===== config.mk =====
export PLATFORM = sky130hd
export DESIGN_NAME = fifo_tx_drain
export DESIGN_NICKNAME = d
export VERILOG_FILES = /design/src/rtl/fifo_tx_drain.sv
export SDC_FILE = /design/constraint.sdc
export NUM_CORES = 1
export LEC_CHECK = 0
export BUFFER_PORTS_ARGS = -buffer_cell sky130_fd_sc_hd__buf_4
export CORE_ASPECT_RATIO = 0.7
export CORE_MARGIN = 3
export CORE_UTILIZATION = 50
export CTS_CLUSTER_DIAMETER = 100
export DETAILED_ROUTE_END_ITERATION = 6
export GPL_ROUTABILITY_DRIVEN = 0
export GPL_TIMING_DRIVEN = 0
export MAX_ROUTING_LAYER = met4
export PLACE_DENSITY = 0.77
export SETUP_SLACK_MARGIN = 0.2
export SLEW_MARGIN = 20
export SYNTH_ARGS = -nofsm -noshare
export SYNTH_HDL_FRONTEND = slang
export SYNTH_SLANG_ARGS = --single-unit
export TNS_END_PERCENT = 20

===== constraint.sdc =====
create_clock -name clk -period 1.77 [get_ports clk]
set_input_delay 0.354 -clock clk [delete_from_list [all_inputs] [get_ports clk]]
set_output_delay 0.354 -clock clk [all_outputs]
set_load 0.02 [all_outputs]

===== src/rtl/fifo_tx_drain.sv =====
// fifo_tx_drain
// Drains words from an upstream FIFO and transmits each one as a serial
// frame: one start bit (0), WIDTH data bits LSB first, one stop bit (1).
// Every bit is held for CLKS_PER_BIT clock cycles.
//
// Ports
//   clk         rising-edge clock
//   rst         asynchronous active-high reset
//   enable      permission to fetch a new word (looked at only while idle)
//   fifo_empty  upstream FIFO has no data (looked at only while idle)
//   fifo_re     one-cycle read strike to the FIFO, registered
//   fifo_data   FIFO read data, valid the cycle after fifo_re is sampled
//   tx          serial line, idle high, registered
//   busy        high whenever a fetch or frame is in progress, registered
//   words_sent  completed-frame counter, wraps modulo 256
//   dbg_state   current FSM state, for observation only
//
// Handshake: fifo_re is a pulse, not a level. The FIFO pops one word on
// the edge where it sees fifo_re=1 and presents it on fifo_data for the
// following cycle, which is exactly the cycle this block spends in LOAD.
module fifo_tx_drain #(
    parameter int WIDTH        = 4,
    parameter int CLKS_PER_BIT = 4
) (
    input  logic             clk,
    input  logic             rst,
    input  logic             enable,
    input  logic             fifo_empty,
    output logic             fifo_re,
    input  logic [WIDTH-1:0] fifo_data,
    output logic             tx,
    output logic             busy,
    output logic [7:0]       words_sent,
    output logic [2:0]       dbg_state
);

    // bit_cnt counts 0 (start bit) .. WIDTH (last data bit)
    localparam int              BW       = $clog2(WIDTH + 1);
    localparam logic [BW-1:0]   BIT_LAST = BW'(WIDTH);
    localparam logic [7:0]      CPB_LAST = 8'(CLKS_PER_BIT - 1);

    typedef enum logic [2:0] {
        S_IDLE = 3'd0,
        S_REQ  = 3'd1,
        S_LOAD = 3'd2,
        S_SEND = 3'd3,
        S_STOP = 3'd4
    } state_t;

    state_t             state_q, state_d;
    logic               tx_q, tx_d;
    logic               fifo_re_q, fifo_re_d;
    logic               busy_q, busy_d;
    logic [7:0]         words_q, words_d;
    logic [WIDTH-1:0]   shift_q, shift_d;
    logic [BW-1:0]      bit_cnt_q, bit_cnt_d;
    logic [7:0]         clk_cnt_q, clk_cnt_d;

    always_ff @(posedge clk or posedge rst) begin
        if (rst) begin
            state_q   <= S_IDLE;
            tx_q      <= 1'b1;
            fifo_re_q <= 1'b0;
            busy_q    <= 1'b0;
            words_q   <= 8'd0;
            shift_q   <= '0;
            bit_cnt_q <= '0;
            clk_cnt_q <= 8'd0;
        end else begin
            state_q   <= state_d;
            tx_q      <= tx_d;
            fifo_re_q <= fifo_re_d;
            busy_q    <= busy_d;
            words_q   <= words_d;
            shift_q   <= shift_d;
            bit_cnt_q <= bit_cnt_d;
            clk_cnt_q <= clk_cnt_d;
        end
    end

    always_comb begin
        state_d   = state_q;
        tx_d      = tx_q;
        fifo_re_d = 1'b0;
        words_d   = words_q;
        shift_d   = shift_q;
        bit_cnt_d = bit_cnt_q;
        clk_cnt_d = clk_cnt_q;

        case (state_q)
            S_IDLE: begin
                tx_d = 1'b1;
                if (enable && !fifo_empty) begin
                    state_d   = S_REQ;
                    fifo_re_d = 1'b1;
                end
            end
            S_REQ: begin
                state_d = S_LOAD;
            end
            S_LOAD: begin
                // fifo_data is valid now; the start bit goes out on the same edge
                shift_d   = fifo_data;
                tx_d      = 1'b0;
                bit_cnt_d = '0;
                clk_cnt_d = 8'd0;
                state_d   = S_SEND;
            end
            S_SEND: begin
                if (clk_cnt_q == CPB_LAST) begin
                    clk_cnt_d = 8'd0;
                    if (bit_cnt_q == BIT_LAST) begin
                        state_d = S_STOP;
                        tx_d    = 1'b1;
                    end else begin
                        // next data bit comes from the bottom of the shifter
                        bit_cnt_d = bit_cnt_q + BW'(1);
                        tx_d      = shift_q[0];
                        shift_d   = shift_q >> 1;
                    end
                end else begin
                    clk_cnt_d = clk_cnt_q + 8'd1;
                end
            end
            S_STOP: begin
                if (clk_cnt_q == CPB_LAST) begin
                    clk_cnt_d = 8'd0;
                    words_d   = words_q + 8'd1;
                    state_d   = S_IDLE;
                end else begin
                    clk_cnt_d = clk_cnt_q + 8'd1;
                end
            end
            default: begin
                state_d = S_IDLE;
                tx_d    = 1'b1;
            end
        endcase
    end

    // Registered so busy tracks state_q without a decode after the flop
    always_comb begin
        busy_d = (state_d != S_IDLE);
    end

    assign tx         = tx_q;
    assign fifo_re    = fifo_re_q;
    assign busy       = busy_q;
    assign words_sent = words_q;
    assign dbg_state  = state_q;

endmodule

# Yosys cells after proc, flatten, opt, wreduce, memory -nomap -nowiden
# Cells that the tools add are included.
# classes
add_sub_neg,3
eq_ne,8
n_mux,18
bitwise_logic,1
reduce_logical,11
# ops
operator,n
3-bit two-way mux,6
8-bit by 1-bit adder with 8-bit output (second input constant),2
8-bit case mux with 2 select lines,1
3-bit case mux with 5 select lines,1
8-bit by 2-bit equality test with 1-bit output (second input constant),1
4-bit two-way mux,2
8-bit two-way mux,1
4-bit case mux with 2 select lines,1
3-bit by 2-bit equality test with 1-bit output (second input constant),2
3-bit equality test (second input constant),2
3-bit case mux with 2 select lines,1
1-bit two-way mux,4
2-bit inequality test (second input constant),2
2-bit AND reduction,2
2-bit nonzero test,2
2-bit OR reduction,2
3-bit by 1-bit adder with 3-bit output (second input constant),1
3-bit by 1-bit equality test with 1-bit output (second input constant),1
3-bit logical NOT,1
1-bit case mux with 3 select lines,1
3-bit AND reduction,1
3-bit nonzero test,1
1-bit logical AND,1
1-bit logical NOT,1
1-bit NOT,1
# totals
regBits,29
input_bits,8
output_inout_bits,14
wordCells,49

# Logic depth before layout (Yosys ltp)
# depth
word_depth,5
mapped_depth,6
mapped_depth_nobuf,6

# Worst setup path before layout
# No wires, ideal clock.
# synth_path
path_type,flip-flop to flip-flop
from,register clk_cnt_q[0]
to,register shift_q[1]
setup_ns,0.123
arrival_ns,1.588
t_required_ns,1.647
path_slack_ns,0.060
stages_incl_launch_ff,6
path_buffers,0
period_less_slack_ns,1.710
path_cell_list,dfrtp_1 > ha_1 > nor4b_4 > nand3_1 > or2_1 > o221a_2
# synth_between
elab_chain_len,3
# synth_lines
element,line_no,source
"start, declared",57,"logic [7:0] clk_cnt_q, clk_cnt_d;"
"start signal, assigned",77,clk_cnt_q <= clk_cnt_d;
8-bit by 2-bit equality test with 1-bit output,110,if (clk_cnt_q == CPB_LAST) begin
2-bit inequality test (no line),n/a,
3-bit AND reduction (no line),n/a,
"end signal, assigned",75,shift_q <= shift_d;
"end, declared",55,"logic [WIDTH-1:0] shift_q, shift_d;"
# Every way passes these cells.
# A chain may end at the register's enable or synchronous reset.

# Worst setup path after layout
# layout_path
from,register clk_cnt_q[0]
to,register clk_cnt_q[6]
# layout_between
elab_chain_len,3
word_cells_on_any_way,4
cone_classes,add/sub: 1; eq/ne: 1; mux: 2
# layout_lines
element,line_no,source
8-bit by 1-bit adder with 8-bit output or 8-bit by 2-bit equality test with 1-bit output (tied branches),n/a,
8-bit two-way mux *,"110, 126",
8-bit case mux with 2 select lines *,90,case (state_q)
# Every way passes the cells marked *; elsewhere a longest branch is shown, timed or not.

==> flow_summary.json <==
{
  "synth_most_common_cell": "sky130_fd_sc_hd__dfrtp_1",
  "worstSetupPathType": "flop to flop",
  "holdWs_ns": 0.148,
  "floorplan.die.width_microns": 70.8,
  "vias_per_cell": 5.80,
  "number_of_nets_in_the_synthesized_netlist": 157,
  "cts_root_buffer": "sky130_fd_sc_hd__clkbuf_8",
  "core.rowCount": 15,
  "synth_area_leaders": "sky130_fd_sc_hd__dfrtp_1, sky130_fd_sc_hd__nand3_1, sky130_fd_sc_hd__nand2_1",
  "synth_top_cell_by_area": "sky130_fd_sc_hd__dfrtp_1",
  "worst_min_path_class": "input port to asynchronous set/reset pin",
  "multi_input_comb_area_sq_um": 782,
  "maximum_level_of_the_cts_h_tree": 2,
  "antenna_cells": 0,
  "pnr_worst_setup_slack_ns": -0.00306,
  "synthFlopType": "sky130_fd_sc_hd__dfrtp_1",
  "cts.sinks": 29,
  "setup.worst_path.end_class": "flop",
  "power_density_nw_per_um2": 1370,
  "slew_viol_final": 0,
  "maxCapViolCount": 0,
  "layout.area.seq_sq_um": 729,
  "share_of_cell_area_taken_by_muxes_after_synthesis": 0.0145,
  "power.static_leakage_nw": 0.934,
  "dr_total_vias": 1277,
  "synth.ff_latch_count": 29,
  "number_of_global_route_vias_before_repair": 1157,
  "synth_cell_type_count": 42,
  "dp_hpwl_microns": 2150,
  "detail_route.wl_per_cell_microns": 15.8,
  "number_of_antenna_violations_at_the_first_check_in_global_routing": 0,
  "yosysTopAreaCellShare": 0.476,
  "drc": 0,
  "hold_viol": 0,
  "grt_max_degree": 30,
  "nFillCells": 175,
  "grt_setup_unrepaired": "true",
  "die_footprint_sq_um": 3640,
  "failed_checks": "setup timing",
  "buffer_ports.inserted": 21,
  "yosys_warnings": 0,
  "grt_usage": 0.212,
  "period_needed_ns": 1.77,
  "finish.net_count": 198,
  "async_reset_ff_frac": 1.00,
  "final_tns_setup_ns": -0.00306,
  "avgSynthCellArea_sq_um": 10.1,
  "die_h_microns": 51.4,
  "numCtsBuffers": 5,
  "flow.area_growth_from_synthesis_pct": 33.2,
  "netlist_area_sq_um": 1470,
  "worst-slew-pin-transition_ns": 0.609,
  "synth-compound-area-share": 0.139,
  "first_pass_grt_wire_length_microns": 5660,
  "hold_buffers": 0,
  "path_clk_slew_ns": 0.06,
  "detailedRoute.firstPassIterationCount": 4,
  "drive_gt1_frac": 0.366,
  "design.core.area_sq_um": 2630,
  "cts_tree": "built",
  "syn_inst": 145,
  "synth_edf_count": 0,
  "post_drt_antenna_nets": 0,
  "synth_top_family_by_area": "simple AND/OR/NAND/NOR gates",
  "met3_usage": 0.0629,
  "grt.busiest_layer": "met2",
  "synth_simple_gate_area_frac": 0.236,
  "grtUsageMet2": 0.289,
  "drt-initial-drc-count": 86,
  "relative_slew_slack": 0.593,
  "ys_top_cells_by_count": "sky130_fd_sc_hd__dfrtp_1, sky130_fd_sc_hd__nand3_1, sky130_fd_sc_hd__nand2_1",
  "status": "complete, but fails checks",
  "clock_path_buffers": 2,
  "insertion_delay_to_the_later_sink_of_the_worst_skew_pair_ns": 0.28,
  "grt_overflow": 0,
  "final_min_period_over_clock_period": 1.00,
  "synthAdderAreaFrac": 0.0340,
  "worst_ep_required_time_ns": 1.99,
  "critical_path_peak_fanout": 5,
  "critPathArrivalTime_ns": 1.99,
  "finalSetupViolations": 1,
  "crit_path_start_kind": "flop",
  "synth_seq_area_share": 0.494,
  "fin_worst_skew_ns": 0.00510,
  "io_pins": 22,
  "achievable-frequency_mhz": 564,
  "initial_utilization": 0.560,
  "groute.layer.met1.usage": 0.287,
  "finalWirelength_microns": 3470,
  "synthXorXnorAreaFrac": 0.0417,
  "power.ir.vdd_worst_uv": 945
}
-- cell type report --
type / count / share of cell area
multi-input cells: 103 / 0.399
flip-flops and latches: 29 / 0.372
repair buffers: 34 / 0.130
clock buffers: 7 / 0.0440
well taps: 34 / 0.0217
inverters: 9 / 0.0172
plain buffers: 4 / 0.0160
-- critical path, cell delays in order (launching register included) --
cell and delay, ns:
sky130_fd_sc_hd__dfrtp_2 0.45, sky130_fd_sc_hd__ha_4 0.18, sky130_fd_sc_hd__nor4b_4 0.12, sky130_fd_sc_hd__buf_4 0.15
sky130_fd_sc_hd__and2_4 0.13, sky130_fd_sc_hd__buf_6 0.11, sky130_fd_sc_hd__or4b_1 0.49, sky130_fd_sc_hd__nand3_1 0.08
-- kinds of logic after synthesis --
logic type	count (synthesis)
buf+inv	13
simple gates	61
flops	29
mux	2
xor+xnor	7
fa+ha+maj	4
compound gates	29
-- per-stage QoR --
step | power (W) | area [sq um] | instances | util | worst slack, ns
3_5_place_dp | 0.00180 | 1670 | 200 | 0.637 | -0.145
2_1_floorplan | 0.00159 | 1470 | 145 | - | 0.111
5_1_grt | 0.00286 | 1960 | 220 | 0.746 | -0.0680
3_3_place_gp | 0.00175 | 1670 | 200 | 0.637 | -0.0689
6_report | 0.00269 | 1960 | 220 | 0.746 | -0.00306
4_1_cts | 0.00249 | 1860 | 212 | 0.707 | 0.0760
-- per-layer routing --
metal / wire [microns] / share of wire / vias to the layer above
met4: 79 / 0.023 / 0
met1: 1580 / 0.46 / 606
met5: 0 / 0 / -
met2: 1570 / 0.45 / 54
li1: - / - / 606
met3: 236 / 0.068 / 11
-- sequential cells by signal, summed over array words and instances, names as in the netlist --
register / cells
fifo_re: 1
shift_q: 4
bit_cnt_q: 3
dbg_state: 3
busy: 1
tx: 1
words_sent: 8
clk_cnt_q: 8
-- worst paths after layout --
check | from | to | slack [ns] | depth (start not counted)
max | clk_cnt_q[0]$_DFFE_PP0P_ | clk_cnt_q[6]$_DFFE_PP0P_ | -0.003 | 7
min | rst | words_sent[4]$_DFFE_PP0P_ | 0.15 | 2
max reg2reg | clk_cnt_q[0]$_DFFE_PP0P_ | clk_cnt_q[6]$_DFFE_PP0P_ | -0.003 | 7
min reg2reg | words_sent[7]$_DFFE_PP0P_ | words_sent[7]$_DFFE_PP0P_ | 0.47 | 1
max in group asynchronous | rst | clk_cnt_q[1]$_DFFE_PP0P_ | 1.18 | 2
min in group clk | fifo_data[3] | shift_q[3]$_DFFE_PP0P_ | 0.29 | 3
-- where the power goes --
part	internal (W)	leakage (nW)	switching (W)
clock network	0.000307	0.0443	0.000232
registers	0.000833	0.358	0.000168
logic	0.000591	0.531	0.000555
-- cells in the final DEF, fill, tap and decap left out, types with 4 or more instances in the layout --
master | synthesis | layout
sky130_fd_sc_hd__inv_1 | 9 | 8
sky130_fd_sc_hd__nand3_1 | 18 | 17
sky130_fd_sc_hd__buf_4 | 0 | 34
sky130_fd_sc_hd__nand2_1 | 15 | 14
sky130_fd_sc_hd__nor2_1 | 8 | 6
sky130_fd_sc_hd__o21ai_0 | 4 | 4
sky130_fd_sc_hd__a31oi_1 | 6 | 6
sky130_fd_sc_hd__dfrtp_1 | 28 | 26
sky130_fd_sc_hd__clkbuf_8 | 0 | 6
sky130_fd_sc_hd__xor2_1 | 5 | 5
sky130_fd_sc_hd__a21oi_1 | 4 | 4
-- what timing repair did --
item,4_1_cts,5_1_grt
resized for setup,13,9
pin swaps,8,5
setup buffers,5,8
cloned,0,0
endpoints found under the setup margin,26,28
Note: power is estimated with default switching activity, not from simulation.
